`src/rtl/br_result_queue.sv`:
```
// ---------------------------------------------------------------------------
// br_result_queue
//
// Circular queue that collects resolved-branch results from the two integer
// pipes and drains them to the branch-predictor update port, up to two per
// cycle.
//
// Pairing rule for the drain side: the second output lane is used only when
// neither head entry was mispredicted and the two entries carry different
// history values. Two updates to the same counter index in one cycle cannot
// both land, and a mispredict repair has to be applied alone, so a
// mispredicted entry always leaves the queue by itself on lane 0.
//
// Optional feature macro: BR_RESULT_QUEUE_BYPASS_EN
//   When defined, an empty, unstalled, unflushed queue forwards its inputs
//   straight to the outputs in the same cycle. Any input that the pairing
//   rule does not forward is enqueued instead. When undefined, there is no
//   combinational input-to-output path and every entry is visible on the
//   outputs one cycle after it is written.
// ---------------------------------------------------------------------------
module br_result_queue #(
    parameter int ENTRY_NUM  = 8,
    parameter int HIST_WIDTH = 10,
    parameter int ADDR_WIDTH = 32
) (
    input  logic                  clk_i,
    input  logic                  rst_i,
    input  logic                  flush_i,

    input  logic [1:0]            in_valid_i,
    input  logic [ADDR_WIDTH-1:0] in_addr_i    [2],
    input  logic [HIST_WIDTH-1:0] in_hist_i    [2],
    input  logic [1:0]            in_ctr_i     [2],
    input  logic [1:0]            in_taken_i,
    input  logic [1:0]            in_mispred_i,
    input  logic [1:0]            in_is_cond_i,
    output logic                  in_ready_o,

    input  logic                  drain_stall_i,
    output logic [1:0]            out_valid_o,
    output logic [ADDR_WIDTH-1:0] out_addr_o   [2],
    output logic [HIST_WIDTH-1:0] out_hist_o   [2],
    output logic [1:0]            out_ctr_o    [2],
    output logic [1:0]            out_taken_o,
    output logic [1:0]            out_mispred_o,
    output logic [1:0]            out_is_cond_o,
    output logic [15:0]           mispred_cnt_o
);

    localparam int PTR_W = $clog2(ENTRY_NUM);
    localparam int CNT_W = PTR_W + 1;
    localparam int ENT_W = ADDR_WIDTH + HIST_WIDTH + 5;

    typedef struct packed {
        logic [ADDR_WIDTH-1:0] addr;
        logic [HIST_WIDTH-1:0] hist;
        logic [1:0]            ctr;
        logic                  taken;
        logic                  mispred;
        logic                  is_cond;
    } entry_t;

    // Two entries may drain together only if neither is a mispredict and
    // they update different counter indices.
    function automatic logic pair_ok(input entry_t a, input entry_t b);
        return (!a.mispred) && (!b.mispred) && (a.hist != b.hist);
    endfunction

    // Payload storage: not reset, only the pointers define what is live.
    entry_t                mem_q [ENTRY_NUM];

    logic [PTR_W-1:0]      head_q, head_d;
    logic [PTR_W-1:0]      tail_q, tail_d;
    logic [CNT_W-1:0]      count_q, count_d;
    logic [15:0]           mispred_cnt_q, mispred_cnt_d;

    entry_t                in_ent_s   [2];
    entry_t                cand_s     [2];
    entry_t                head_ent_s [2];
    entry_t                src_s      [2];
    entry_t                wr_data_s  [2];

    logic [PTR_W-1:0]      head_p1_s;
    logic [PTR_W-1:0]      tail_p1_s;
    logic [1:0]            n_in_s;
    logic [1:0]            avail_s;
    logic [1:0]            n_out_s;
    logic [1:0]            n_deq_s;
    logic [1:0]            skip_s;
    logic [1:0]            n_enq_s;
    logic [1:0]            out_v_s;
    logic [1:0]            wr_en_s;
    logic                  bypass_s;
    logic                  in_ready_s;
    logic                  enq_en_s;

    // Pack the input lanes and compact them so valid lanes sit at the front
    // in lane order (a lone lane 1 becomes the first candidate).
    always_comb begin
        for (int i = 0; i < 2; i++) begin
            in_ent_s[i].addr    = in_addr_i[i];
            in_ent_s[i].hist    = in_hist_i[i];
            in_ent_s[i].ctr     = in_ctr_i[i];
            in_ent_s[i].taken   = in_taken_i[i];
            in_ent_s[i].mispred = in_mispred_i[i];
            in_ent_s[i].is_cond = in_is_cond_i[i];
        end
        if (in_valid_i[0]) begin
            cand_s[0] = in_ent_s[0];
        end else begin
            cand_s[0] = in_ent_s[1];
        end
        cand_s[1] = in_ent_s[1];
        n_in_s    = {1'b0, in_valid_i[0]} + {1'b0, in_valid_i[1]};
    end

    // Read the two oldest slots; the pointer arithmetic wraps naturally.
    always_comb begin
        head_p1_s     = head_q + PTR_W'(1);
        head_ent_s[0] = mem_q[head_q];
        head_ent_s[1] = mem_q[head_p1_s];
    end

    // Choose the drain source (queue head, or the inputs when bypassing an
    // empty queue) and decide how many lanes are presented this cycle.
    always_comb begin
        bypass_s = 1'b0;
        src_s[0] = head_ent_s[0];
        src_s[1] = head_ent_s[1];
        if (count_q >= CNT_W'(2)) begin
            avail_s = 2'd2;
        end else begin
            avail_s = count_q[1:0];
        end
`ifdef BR_RESULT_QUEUE_BYPASS_EN
        if ((count_q == {CNT_W{1'b0}}) && !flush_i && !drain_stall_i) begin
            bypass_s = 1'b1;
            src_s[0] = cand_s[0];
            src_s[1] = cand_s[1];
            avail_s  = n_in_s;
        end else begin
            bypass_s = 1'b0;
        end
`endif
        out_v_s[0] = (!drain_stall_i) && (avail_s != 2'd0);
        out_v_s[1] = out_v_s[0] && (avail_s == 2'd2) && pair_ok(src_s[0], src_s[1]);
        n_out_s    = {1'b0, out_v_s[0]} + {1'b0, out_v_s[1]};
    end

    // Enqueue control: readiness comes from the registered count only, so a
    // same-cycle drain never lends space. Bypassed inputs are skipped over.
    always_comb begin
        in_ready_s = (count_q <= CNT_W'(ENTRY_NUM - 2));
        enq_en_s   = in_ready_s && !flush_i;
        if (bypass_s) begin
            n_deq_s = 2'd0;
            skip_s  = n_out_s;
        end else begin
            n_deq_s = n_out_s;
            skip_s  = 2'd0;
        end
        if (enq_en_s) begin
            n_enq_s = n_in_s - skip_s;
        end else begin
            n_enq_s = 2'd0;
        end
        wr_en_s[0] = (n_enq_s != 2'd0);
        wr_en_s[1] = (n_enq_s == 2'd2);
        if (skip_s == 2'd0) begin
            wr_data_s[0] = cand_s[0];
        end else begin
            wr_data_s[0] = cand_s[1];
        end
        wr_data_s[1] = cand_s[1];
        tail_p1_s    = tail_q + PTR_W'(1);
    end

    // Next-state for pointers, occupancy and the saturating mispredict count.
    always_comb begin
        head_d        = head_q;
        tail_d        = tail_q;
        count_d       = count_q;
        mispred_cnt_d = mispred_cnt_q;

        if (out_v_s[0] && src_s[0].mispred && (mispred_cnt_q != 16'hFFFF)) begin
            mispred_cnt_d = mispred_cnt_q + 16'd1;
        end else begin
            mispred_cnt_d = mispred_cnt_q;
        end

        if (flush_i) begin
            head_d  = {PTR_W{1'b0}};
            tail_d  = {PTR_W{1'b0}};
            count_d = {CNT_W{1'b0}};
        end else begin
            head_d  = head_q + PTR_W'(n_deq_s);
            tail_d  = tail_q + PTR_W'(n_enq_s);
            count_d = count_q + CNT_W'(n_enq_s) - CNT_W'(n_deq_s);
        end
    end

    // Drive the update port; idle lanes are forced to zero.
    always_comb begin
        for (int i = 0; i < 2; i++) begin
            entry_t ent;
            if (out_v_s[i]) begin
                ent = src_s[i];
            end else begin
                ent = {ENT_W{1'b0}};
            end
            out_addr_o[i]    = ent.addr;
            out_hist_o[i]    = ent.hist;
            out_ctr_o[i]     = ent.ctr;
            out_taken_o[i]   = ent.taken;
            out_mispred_o[i] = ent.mispred;
            out_is_cond_o[i] = ent.is_cond;
        end
        out_valid_o   = out_v_s;
        in_ready_o    = in_ready_s;
        mispred_cnt_o = mispred_cnt_q;
    end

    // Control state register with synchronous reset taking priority.
    always_ff @(posedge clk_i) begin
        if (rst_i) begin
            head_q        <= {PTR_W{1'b0}};
            tail_q        <= {PTR_W{1'b0}};
            count_q       <= {CNT_W{1'b0}};
            mispred_cnt_q <= 16'd0;
        end else begin
            head_q        <= head_d;
            tail_q        <= tail_d;
            count_q       <= count_d;
            mispred_cnt_q <= mispred_cnt_d;
        end
    end

    // Payload writes at the tail and the slot after it; suppressed in reset.
    always_ff @(posedge clk_i) begin
        if (!rst_i && wr_en_s[0]) begin
            mem_q[tail_q] <= wr_data_s[0];
        end
        if (!rst_i && wr_en_s[1]) begin
            mem_q[tail_p1_s] <= wr_data_s[1];
        end
    end

endmodule

```
`config.mk`:
```
export PLATFORM = sky130hd
export DESIGN_NAME = br_result_queue
export DESIGN_NICKNAME = d
export VERILOG_FILES = /design/src/rtl/br_result_queue.sv
export SDC_FILE = /design/constraint.sdc
export NUM_CORES = 1
export LEC_CHECK = 0
export CELL_PAD_IN_SITES_DETAIL_PLACEMENT = 1
export CELL_PAD_IN_SITES_GLOBAL_PLACEMENT = 1
export CORE_MARGIN = 1.5
export CORE_UTILIZATION = 32
export DETAILED_ROUTE_END_ITERATION = 6
export PLACE_DENSITY = 0.64
export RECOVER_POWER = 50
export SLEW_MARGIN = 20
export SYNTH_ARGS = -nofsm -noshare
export SYNTH_HDL_FRONTEND = slang
export SYNTH_SLANG_ARGS = --single-unit
export TNS_END_PERCENT = 10
```
`constraint.sdc`:
```
create_clock -name clk_i -period 7.45 [get_ports clk_i]
set_input_delay 0.745 -clock clk_i [delete_from_list [all_inputs] [get_ports clk_i]]
set_output_delay 0.745 -clock clk_i [all_outputs]
set_load 0.05 [all_outputs]
```
==> results of run 1 <==
per-stage QoR:
stage / cells / util, %
finish: 3145 / 38.2
global route: 3145 / 38.2
CTS: 3142 / 38.4
detailed placement: 3061 / 36.4
global placement: 3061 / 36.4
floorplan: 2062 / -
area by class of cell:
class | count | share of cell area (%)
well taps | 959 | 4.30
inverters | 21 | 0.283
repair buffers | 251 | 8.63
clock buffers | 59 | 4.49
diodes | 1 | 0.00898
flip-flops and latches | 402 | 42.4
multi-input cells | 1430 | 39.2
clock inverters | 22 | 0.709
sequential cells by signal, indices dropped and copies added (netlist names):
| name | count |
|---|---|
| count_q | 4 |
| mispred_cnt_o | 16 |
| head_q | 3 |
| tail_q | 3 |
| mem_q | 376 |
power breakdown:
group	internal [mW]	switching (mW)	total [mW]
clock	1.28	0.941	2.23
combinational	0.841	1.26	2.10
sequential	2.54	0.0454	2.59
placed cells by master (no fill, tap or decap), drive strengths merged, types with 5 or more instances in the layout:
cell type / synthesis / routed
a21oi: 429 / 429
clkdlybuf4s50: 0 / 192
clkbuf: 115 / 71
nor3: 7 / 7
clkinv: 0 / 19
nand3: 13 / 13
ha: 13 / 13
nor2: 452 / 452
o21ai: 15 / 15
mux2i: 100 / 100
buf: 94 / 29
xnor2: 29 / 29
and2: 5 / 5
nand2: 109 / 109
inv: 21 / 21
dfxtp: 26 / 26
mux4: 197 / 197
dlygate4sd3: 0 / 18
edfxtp: 376 / 376
or3: 6 / 6
xor2: 18 / 18
how the worst max path moves through the flow:
stage / startpoint / to
floorplan: flush_i / mem_q[0][0]$_DFFE_PP_
global placement: head_q[1]$_SDFF_PP0_ / out_addr_o[15]
detailed placement: head_q[1]$_SDFF_PP0_ / out_addr_o[17]
CTS: head_q[1]$_SDFF_PP0_ / out_addr_o[17]
global route: rst_i / mem_q[0][15]$_DFFE_PP_
finish: head_q[0]$_SDFF_PP0_ / out_addr_o[17]
worst min-delay path, stage by stage, from the launching register on:
cell,delay [ns]
dfxtp_1,0.32
o21ai_0,0.07
a21oi_1,0.06
routing by layer:
metal  up-vias  wire length (um)
li1       7820                 -
met1      9084             34700
met2       579             39400
met3       147              4660
met4         2              2290
met5         -                 8
cells by family after synthesis:
family / count (synthesis)
xor+xnor: 47
flops: 402
simple gates: 609
other cells: 1
buf+inv: 230
mux: 299
fa+ha+maj: 17
compound gates: 457
==> impl_results.md, run 1 <==
- Worst path depth: 9
- Worst-Margin Slew: about 3.6 ns
- Post-synth top cells: 452 x nor2_1, 429 x a21oi_1, 376 x edfxtp_1, 197 x mux4_2, 115 x clkbuf_1
- Number of remaining DRC errors: 0
- Max Cap Viol: 19
- # rows: between 90 and 100
- Layout cell share with drive strength beyond 1: ~14%
- Hold Path End: mispred_cnt_o[9]$_SDFFE_PP0P_
- # Post-CTS Setup Buffers: 0
- Top post-synthesis cells by area: edfxtp_1 48%, mux4_2 19%, a21oi_1 9.1%
- Register area share after synthesis: between 50 and 60%
- Die W: roughly 270 um
- Main combinational cell family by area after synthesis: multiplexers
- Fin crit period: approximately 6.5 ns
- Multi-input combinational cell area: roughly 0.011 sq mm
- Power Total: 6.91 mW
- Core Region: around 0.073 sq mm
- Area after DPL: between 0.02 and 0.03 sq mm
- Via count: about 18000
- CP max-delay cell: clkdlybuf4s50_1
- TritonCTS clock tree: done
- First-pass GRT wire length: between 100000 and 150000 um
- Mapped Area: between 0.02 and 0.025 sq mm
- FF-to-FF End: mem_q[1][5]$_DFFE_PP_
- H-Tree Depth: 2
- WHS Path Cells: 2
- GR met3 Demand/Resource: ~3.3%
- Unique masters post-synth: 45
- DR iter-0 viols: around 1600
- Max-slew headroom: -142%
- Synth Area in Simple Gates: 10.1%
- Largest net degree at the start of global routing: a little over 70
- Vias in the first global route: 19000
- Hold slack: between 0.5 and 0.6 ns
- Hold_buf cts: 0
- Post-synthesis compound-gate area fraction: under 10%
- Final HPWL DP: approximately 49000 um
- Post-CTS sizing: 0
- Leakage dissipation: about 9 nW
- Kind of cell adding the most delay to the critical path: buffers and inverters
- Post-synth EDFFs: between 300 and 400
- R2r setup slk: 1.37 ns
- Global Route Usage Sum: 21.5%
- Fin. Hold Viols: 0
- Post-DR vias/cell: 5.61
- Met2 Use GR: between 30% and 40%
- Crit. End Element: output pin
- Slack of the critical path: 0.990 ns
- Final-report setup violation count: 0
- Root Driver: clkbuf_16
- Synth top area share: a little under half
- Synth Area in Adders: under 10%
- Critical path class: register to output pin
- Die height: roughly 270 um
- Area of the die: 0.0754 sq mm
- Max VDD drop: 0.000190 V
- Synthesized instance count: a little over 2000
- Clock Skew: 0.0289 ns
- CP required: about 6.7 ns
- Fill cells: 7729
- Initial antenna violation count: 2
- Nets@finish: around 2300
- Final ANT Viol Nets: 0
- Slew Limit Fails: approximately 770
- Critical path peak fanout: 32
- Power Dens Cells: between 200 and 250 mW/mm^2
- GPL Wtd Cong: between 0.8 and 0.9
- Synth Register Bits: approximately 400
- CP arrival: ~5.7 ns
- CTS max path bufs: 3
- Starting Density: about a third
- Total area of sequential cells: roughly 0.012 sq mm
- IO buf count: around 210
- Tcrit/Tclk final: 86.7%
- R2R cell count: 7
- Synth Warn #: 0
- Buf/Inv on CP: 3
- Mean cell area of the mapped netlist: 11.4 sq um
- Area growth syn-to-layout: 18.2%
- DP Worst Slack: between 1 and 1.5 ns
- Drt pass-1 iters: 5
- Drt wl/cell: 25.8 um
- RSZ-0062 raised after global routing: no
- Min-delay src: mispred_cnt_o[9]$_SDFFE_PP0P_
- Met1 Resource Use GR: 28.2%
- Post-synth top flop: edfxtp_1
- Clk slew on worst S/H paths: around 0.060 ns
- Crit-path cells: ha_4, buf_4, mux4_2, mux2_2, nor4b_1, o21ai_4, buf_4, nor2_1, clkdlybuf4s50_1
- Grt peak-use layer: met2
- Failing checks: max-capacitance violations, max-slew violations
- F_max: 0.155 GHz
- CP Launch Type: register
- Mux cell area share after synthesis: 23.1%
- GRT overflow: 0
- Synth area leader: edfxtp_1
- Io pins: approximately 210
- Outcome: finished, violations left
- Most frequent cell after synthesis: nor2_1
- Crit path largest cell delay: 0.83 ns
- Setup TNS: 0 ns
- Drt total wl: 81000 um
- Number of CTS-inserted buffers: 46
- Most used cell, CP: buf_4
- Design Area, Final: ~0.028 sq mm
- Worst r2r src: tail_q[0]$_SDFF_PP0_
- Syn Nets: approximately 2200
- CTS Sinks: about 400
- Post-Synth XOR/XNOR Area: around 1.7%
- Tightest Hold Check Type: register to register
- Clk Latency, worst-skew pair: around 0.60 ns
- Synth async-reset ratio: 0%
(Power assumes the default switching activity.)
==> inputs of run 2 (changes only) <==
- CORE_MARGIN: 1.5 -> 2
- CORE_UTILIZATION: 32 -> 30
- PLACE_DENSITY: 0.64 -> 0.61
==> run 2 against run 1 <==
Compared with the run above:
- via count hardly changed
- critical endpoint is now mem_q[6][42]$_DFFE_PP_
- the flow still finishes with violations (max-capacitance violations, max-slew violations)
- critical path type is now register to register
- core utilization decreased by 2.3 points
- critical path depth is 1 lower
- fmax is 3.7% lower
- total power is 0.24% lower
==> impl_results.md, run 2 (synthesis gave the netlist of run 1 again) <==
- CTS max path bufs: 3 (unchanged)
- Met2 Use GR: 34.1% (-2.2 points)
- Final ANT Viol Nets: 0 (unchanged)
- Worst r2r src: count_q[3]$_SDFF_PP0_
- DP Worst Slack: 1.26 ns (-0.144 ns)
- Drt wl/cell: 25.8 um (about the same)
- Most flops, register: mem_q
- Non-filler cells, final: 3222 (+2.4%)
- Nets@finish: 2262 (-0.31%)
- Max-slew headroom: -199% (-58 points)
- Design Area, Final: 0.0279 sq mm (about the same)
- # rows: 102 (+3.0%)
- Slack of the critical path: 0.740 ns (-0.251 ns)
- CP max-delay cell: o21ai_1
- Number of remaining DRC errors: 0 (unchanged)
- Fin. Hold Viols: 0 (unchanged)
- Area growth syn-to-layout: 18.2% (about the same)
- Worst-Margin Slew: 4.49 ns (+0.864 ns)
- Clk pwr share: 31.9% (-0.3 points)
- First-pass GRT wire length: 123000 um (+1.8%)
- Critical path class: register to register
- Dpl cells: 3135 (+2.4%)
- Most used cell, CP: nand3_1
- Crit-path cells: inv_1, ha_1, a311oi_1, nand3_1, nor2_1, nand3_1, o21ai_1, buf_4
- Most frequent cells in the layout: 452 x nor2_1, 429 x a21oi_1, 376 x edfxtp_1, 197 x mux4_2, 192 x clkdlybuf4s50_1
- Seq pwr share: 37.7% (+0.3 points)
- Area after DPL: 0.0266 sq mm (+0.28%)
- Drt pass-1 iters: 5 (unchanged)
- Initial antenna violation count: 4 (+2)
- Leakage dissipation: 9.00 nW (-0.59%)
- IO buf count: 211 (unchanged)
- Number of CTS-inserted buffers: 47 (+2.2%)
- Setup TNS: 0 ns (unchanged)
- Max FFs per register: 376 (unchanged)
- Vias in the first global route: 18300 (-3.4%)
- Io pins: 213 (unchanged)
- CP Launch Type: register
- Failing checks: max-capacitance violations, max-slew violations
- Internal: 4.61 mW (-1.1%)
- Power Dens Cells: 247 mW/mm^2 (-0.27%)
- Die W: 284 um (+3.6%)
- Crit. End Element: register
- Drt total wl: 83000 um (+2.5%)
- Sw Share: 33.1% (+0.60 points)
- Clk slew on worst S/H paths: 0.06 ns (about the same)
- Final-report setup violation count: 0 (unchanged)
- H-Tree Depth: 2 (unchanged)
- Post-DR vias/cell: 5.47 (-2.5%)
- Fin crit period: 6.71 ns (+0.251 ns)
- CTS Sinks: 402 (unchanged)
- Min-delay src: mispred_cnt_o[9]$_SDFFE_PP0P_
- Via count: 17600 (-0.074%)
- Slew Limit Fails: 737 (-4.8%)
- Clock Skew: 0.0186 ns (-0.0103 ns)
- Hold_buf cts: 0 (unchanged)
- GPL Wtd Cong: 0.807 (-0.39%)
- TritonCTS clock tree: done
- Tightest Hold Check Type: register to register
- Commonest non-fill, non-tap cell in the layout: nor2_1
- Clk Latency, worst-skew pair: 0.59 ns (about the same)
- Post-CTS sizing: 0 (unchanged)
- Root Driver: clkbuf_16
- Outcome: finished, violations left
- Max Cap Viol: 16 (-3)
- Global Route Usage Sum: 20.2% (-1.3 points)
- GR met3 Demand/Resource: 2.78% (-0.53 points)
- Grt peak-use layer: met2
- GRT overflow: 0 (unchanged)
- Area of the die: 0.0809 sq mm (+7.3%)
- Sw power: 2.28 mW (+1.6%)
- Combinational fraction of design power: 30.3% (about the same)
- CP required: 7.66 ns (+0.96 ns)
- Core Region: 0.0776 sq mm (+6.4%)
- # Post-CTS Setup Buffers: 0 (unchanged)
- CP arrival: 6.92 ns (+1.21 ns)
- RSZ-0062 raised after global routing: no
- Critical path peak fanout: 48 (+50%)
- Starting Density: 30.4% (-1.9 points)
- Largest net degree at the start of global routing: 77 (+8.5%)
- CP Launch Point: count_q[3]$_SDFF_PP0_
- Tcrit/Tclk final: 90.1% (+3.4 points)
- Final HPWL DP: 48600 um (-0.83%)
- F_max: 0.149 GHz (-3.7%)
- Max VDD drop: 0.000155 V (-18%)
- Crit path largest cell delay: 2.07 ns (+1.24 ns)
- Die height: 284 um (+3.6%)
- DR iter-0 viols: 1579 (-3.1%)
- Layout cell share with drive strength beyond 1: 13.5% (-0.30 points)
- Met1 Resource Use GR: 27.5% (-0.73 points)
run 2: routing by layer:
layer  share of wire, %  up-vias  wire length (um)
li1                   -     7818                 -
met3                5.3      112              4430
met2                 49      551             40300
met1                 44     9132             36700
met4                2.0        6              1620
met5              0.058        -                48
run 2: power groups by stage:
stage | Clock, mW | Combinational, mW | Sequential [mW]
floorplan | 0 | 1.47 | 2.61
global placement | 0 | 2.09 | 2.64
detailed placement | 0 | 2.12 | 2.65
CTS | 2.24 | 2.13 | 2.60
global route | 2.31 | 2.23 | 2.61
finish | 2.20 | 2.09 | 2.60
run 2: critical path, delay by kind of cell (launching register included):
kind	cells	cell delay, ns
simple gates	3	2.21
fa+ha+maj	1	0.19
compound gates	2	2.59
buf+inv	2	0.95
flops	1	0.35
run 2: final timing paths:
| check | to | depth (start not counted) | slack (ns) |
|---|---|---|---|
| max | mem_q[6][42]$_DFFE_PP_ | 8 | 0.74 |
| min | mispred_cnt_o[9]$_SDFFE_PP0P_ | 2 | 0.51 |
| max reg2reg | mem_q[6][42]$_DFFE_PP_ | 8 | 0.74 |
| min reg2reg | mispred_cnt_o[9]$_SDFFE_PP0P_ | 2 | 0.51 |
run 2: metrics by stage:
step	utilization (%)	hold WS, ns	total power, mW
after floorplan	-	0.565	4.08
after global placement	34.3	0.481	4.73
after detailed placement	34.3	0.507	4.76
after CTS	36.1	0.515	6.96
after global routing	35.9	0.561	7.14
final	35.9	0.513	6.89
run 2: area by class of cell:
type	count	area, sq um
Tap cell	1040	1300
Clock buffer	64	1240
Clock inverter	21	161
Timing Repair Buffer	243	2360
Inverter	21	78.8
Sequential cell	402	11800
Multi-Input combinational cell	1430	10900
Fill cell	8432	49700
Antenna cell	1	2.50
==> inputs of run 3 (changes only) <==
- MAX_ROUTING_LAYER: unset -> met4
==> run 3 against run 2 <==
Compared with the run above:
- non-clock buffer count is the same
- clock skew is essentially flat
- die area is the same
- clock power is essentially flat
- sequential power is essentially flat
- critical endpoint unchanged
- combinational power is essentially flat
- the flow still finishes with violations (max-capacitance violations, max-slew violations)
- final area is essentially flat
- sequential cell count is the same
- fmax shrank 0.19%
- core utilization is essentially flat
- largest power group unchanged
- via count shrank 0.17%
- first-iteration DRC count grew 3.5%
==> impl_results.md, run 3 (synthesis gave the netlist of run 1 again) <==
- Outcome: finished, violations left
- Failing checks: max-capacitance violations, max-slew violations
- Post-CTS sizing: 0 (unchanged)
- Max-slew headroom: -203% (-3.6 points)
- Final Core Density: 36.0% (about the same)
- Critical path class: register to register
- Sw Share: 33.1% (about the same)
- First-pass GRT wire length: 123000 um (about the same)
- Setup TNS: 0 ns (unchanged)
- Crit path largest cell delay: 2.08 ns (about the same)
- Seq pwr share: 37.7% (about the same)
- Area growth syn-to-layout: 18.3% (about the same)
- CP arrival: 6.93 ns (about the same)
- Leakage dissipation: 9.00 nW (about the same)
- # Post-CTS Setup Buffers: 0 (unchanged)
- Core Region: 0.0776 sq mm (unchanged)
- H-Tree Depth: 2 (unchanged)
- Max Cap Viol: 16 (unchanged)
- Design Area, Final: 0.0279 sq mm (about the same)
- Most used cell, CP: nand3_1
- F_max: 0.149 GHz (-0.19%)
- CP required: 7.66 ns (about the same)
- Drt pass-1 iters: 5 (unchanged)
- Internal: 4.61 mW (about the same)
- GRT overflow: 0 (unchanged)
- Combinational fraction of design power: 30.4% (about the same)
- DR iter-0 viols: 1635 (+3.5%)
- Global Route Usage Sum: 20.8% (+0.61 points)
- Vias in the first global route: 18300 (-0.049%)
- TritonCTS clock tree: done
- Starting Density: 30.4% (unchanged)
- Slack of the critical path: 0.727 ns (-0.0127 ns)
- Sw power: 2.28 mW (+0.11%)
- CTS Sinks: 402 (unchanged)
- Clk slew on worst S/H paths: 0.06 ns (about the same)
- Crit. End Element: register
- CP max-delay cell: o21ai_1
- Number of remaining DRC errors: 0 (unchanged)
- Via count: 17600 (-0.17%)
- Area after DPL: 0.0266 sq mm (unchanged)
- Drt total wl: 83000 um (about the same)
- Hold_buf cts: 0 (unchanged)
- Clk pwr share: 31.9% (about the same)
- Tightest Hold Check Type: register to register
- Critical path peak fanout: 48 (unchanged)
- IO buf count: 211 (unchanged)
- Slew Limit Fails: 737 (unchanged)
- Io pins: 213 (unchanged)
- Crit-path cells: inv_1, ha_1, a311oi_1, nand3_1, nor2_1, nand3_1, o21ai_1, buf_4
- Number of CTS-inserted buffers: 47 (unchanged)
- Worst-Margin Slew: 4.54 ns (+0.0535 ns)
- Root Driver: clkbuf_16
- Max FFs per register: 376 (unchanged)
- Commonest non-fill, non-tap cell in the layout: nor2_1
- # rows: 102 (unchanged)
- Final-report setup violation count: 0 (unchanged)
- DP Worst Slack: 1.26 ns (unchanged)
- Largest net degree at the start of global routing: 77 (unchanged)
- Post-DR vias/cell: 5.45 (-0.26%)
- CTS max path bufs: 3 (unchanged)
- Tcrit/Tclk final: 90.2% (+0.17 points)
- Area of the die: 0.0809 sq mm (unchanged)
- GPL Wtd Cong: 0.819 (+1.5%)
- Power Dens Cells: 247 mW/mm^2 (about the same)
- Most flops, register: mem_q
- Clock Skew: 0.0186 ns (+0.0000482 ns)
- Layout cell share with drive strength beyond 1: 13.5% (unchanged)
- Die W: 284 um (unchanged)
- Drt wl/cell: 25.7 um (-0.16%)
- Fin. Hold Viols: 0 (unchanged)
- Max VDD drop: 0.000155 V (-0.13%)
- Fin crit period: 6.72 ns (+0.0127 ns)
- Final HPWL DP: 48600 um (unchanged)
- Nets@finish: 2262 (unchanged)
- Clk Latency, worst-skew pair: 0.59 ns (about the same)
- Die height: 284 um (unchanged)
- Most frequent cells in the layout: 452 x nor2_1, 429 x a21oi_1, 376 x edfxtp_1, 197 x mux4_2, 192 x clkdlybuf4s50_1
- RSZ-0062 raised after global routing: no
- Initial antenna violation count: 4 (unchanged)
- Final ANT Viol Nets: 0 (unchanged)
- CP Launch Type: register
## run 3: cell count changes in the layout (fill, tap and decap cells not counted)
| cell | change |
|---|---|
| diode_2 | +3 |
## run 3: layout make-up
| cell class | count | area (sq um) |
|---|---|---|
| clock inverters | 21 | 161 |
| clock buffers | 64 | 1240 |
| flip-flops and latches | 402 | 11800 |
| multi-input cells | 1430 | 10900 |
| well taps | 1040 | 1300 |
| diodes | 4 | 10.0 |
| repair buffers | 243 | 2360 |
| inverters | 21 | 78.8 |
| fillers | 8434 | 49700 |
## run 3: path summary, 6_finish.rpt
kind,start,to,slack [ns],cells past startpoint
min reg2reg,mispred_cnt_o[9]$_SDFFE_PP0P_,mispred_cnt_o[9]$_SDFFE_PP0P_,0.51,2
min,mispred_cnt_o[9]$_SDFFE_PP0P_,mispred_cnt_o[9]$_SDFFE_PP0P_,0.51,2
max,count_q[3]$_SDFF_PP0_,mem_q[6][42]$_DFFE_PP_,0.73,8
max reg2reg,count_q[3]$_SDFF_PP0_,mem_q[6][42]$_DFFE_PP_,0.73,8
## run 3: metrics by stage
| step | std cells | power, mW | hold slack, ns |
|---|---|---|---|
| after floorplan | 2062 | 4.08 | 0.565 |
| after global placement | 3135 | 4.73 | 0.481 |
| after detailed placement | 3135 | 4.76 | 0.507 |
| after CTS | 3220 | 6.96 | 0.515 |
| after global routing | 3225 | 7.14 | 0.561 |
| final | 3225 | 6.89 | 0.513 |
## run 3: power groups by stage
stage | Sequential [mW] | Combinational (mW) | Clock (mW)
6_report | 2.60 | 2.09 | 2.20
5_1_grt | 2.61 | 2.23 | 2.31
4_1_cts | 2.60 | 2.13 | 2.24
3_5_place_dp | 2.65 | 2.12 | 0
3_3_place_gp | 2.64 | 2.09 | 0
2_1_floorplan | 2.61 | 1.47 | 0
## run 3: worst max-delay path, delay by kind of cell (launching register included)
kind                       cells  cell delay (ns)
and+or+nand+nor                3             2.22
AOI/OAI and AO/OA              2             2.60
DFF                            1             0.35
buffers and inverters          2             0.95
adders and majority gates      1             0.19
## run 3: metal layers
layer | part of all wire, % | GRT usage, % | wire length (um) | up-vias
met5 | 0 | - | 0 | -
met4 | 2.0 | 4.83 | 1650 | 0
met3 | 5.5 | 2.64 | 4570 | 108
met2 | 48 | 34.1 | 40100 | 559
met1 | 44 | 27.6 | 36700 | 9111
li1 | - | - | - | 7811
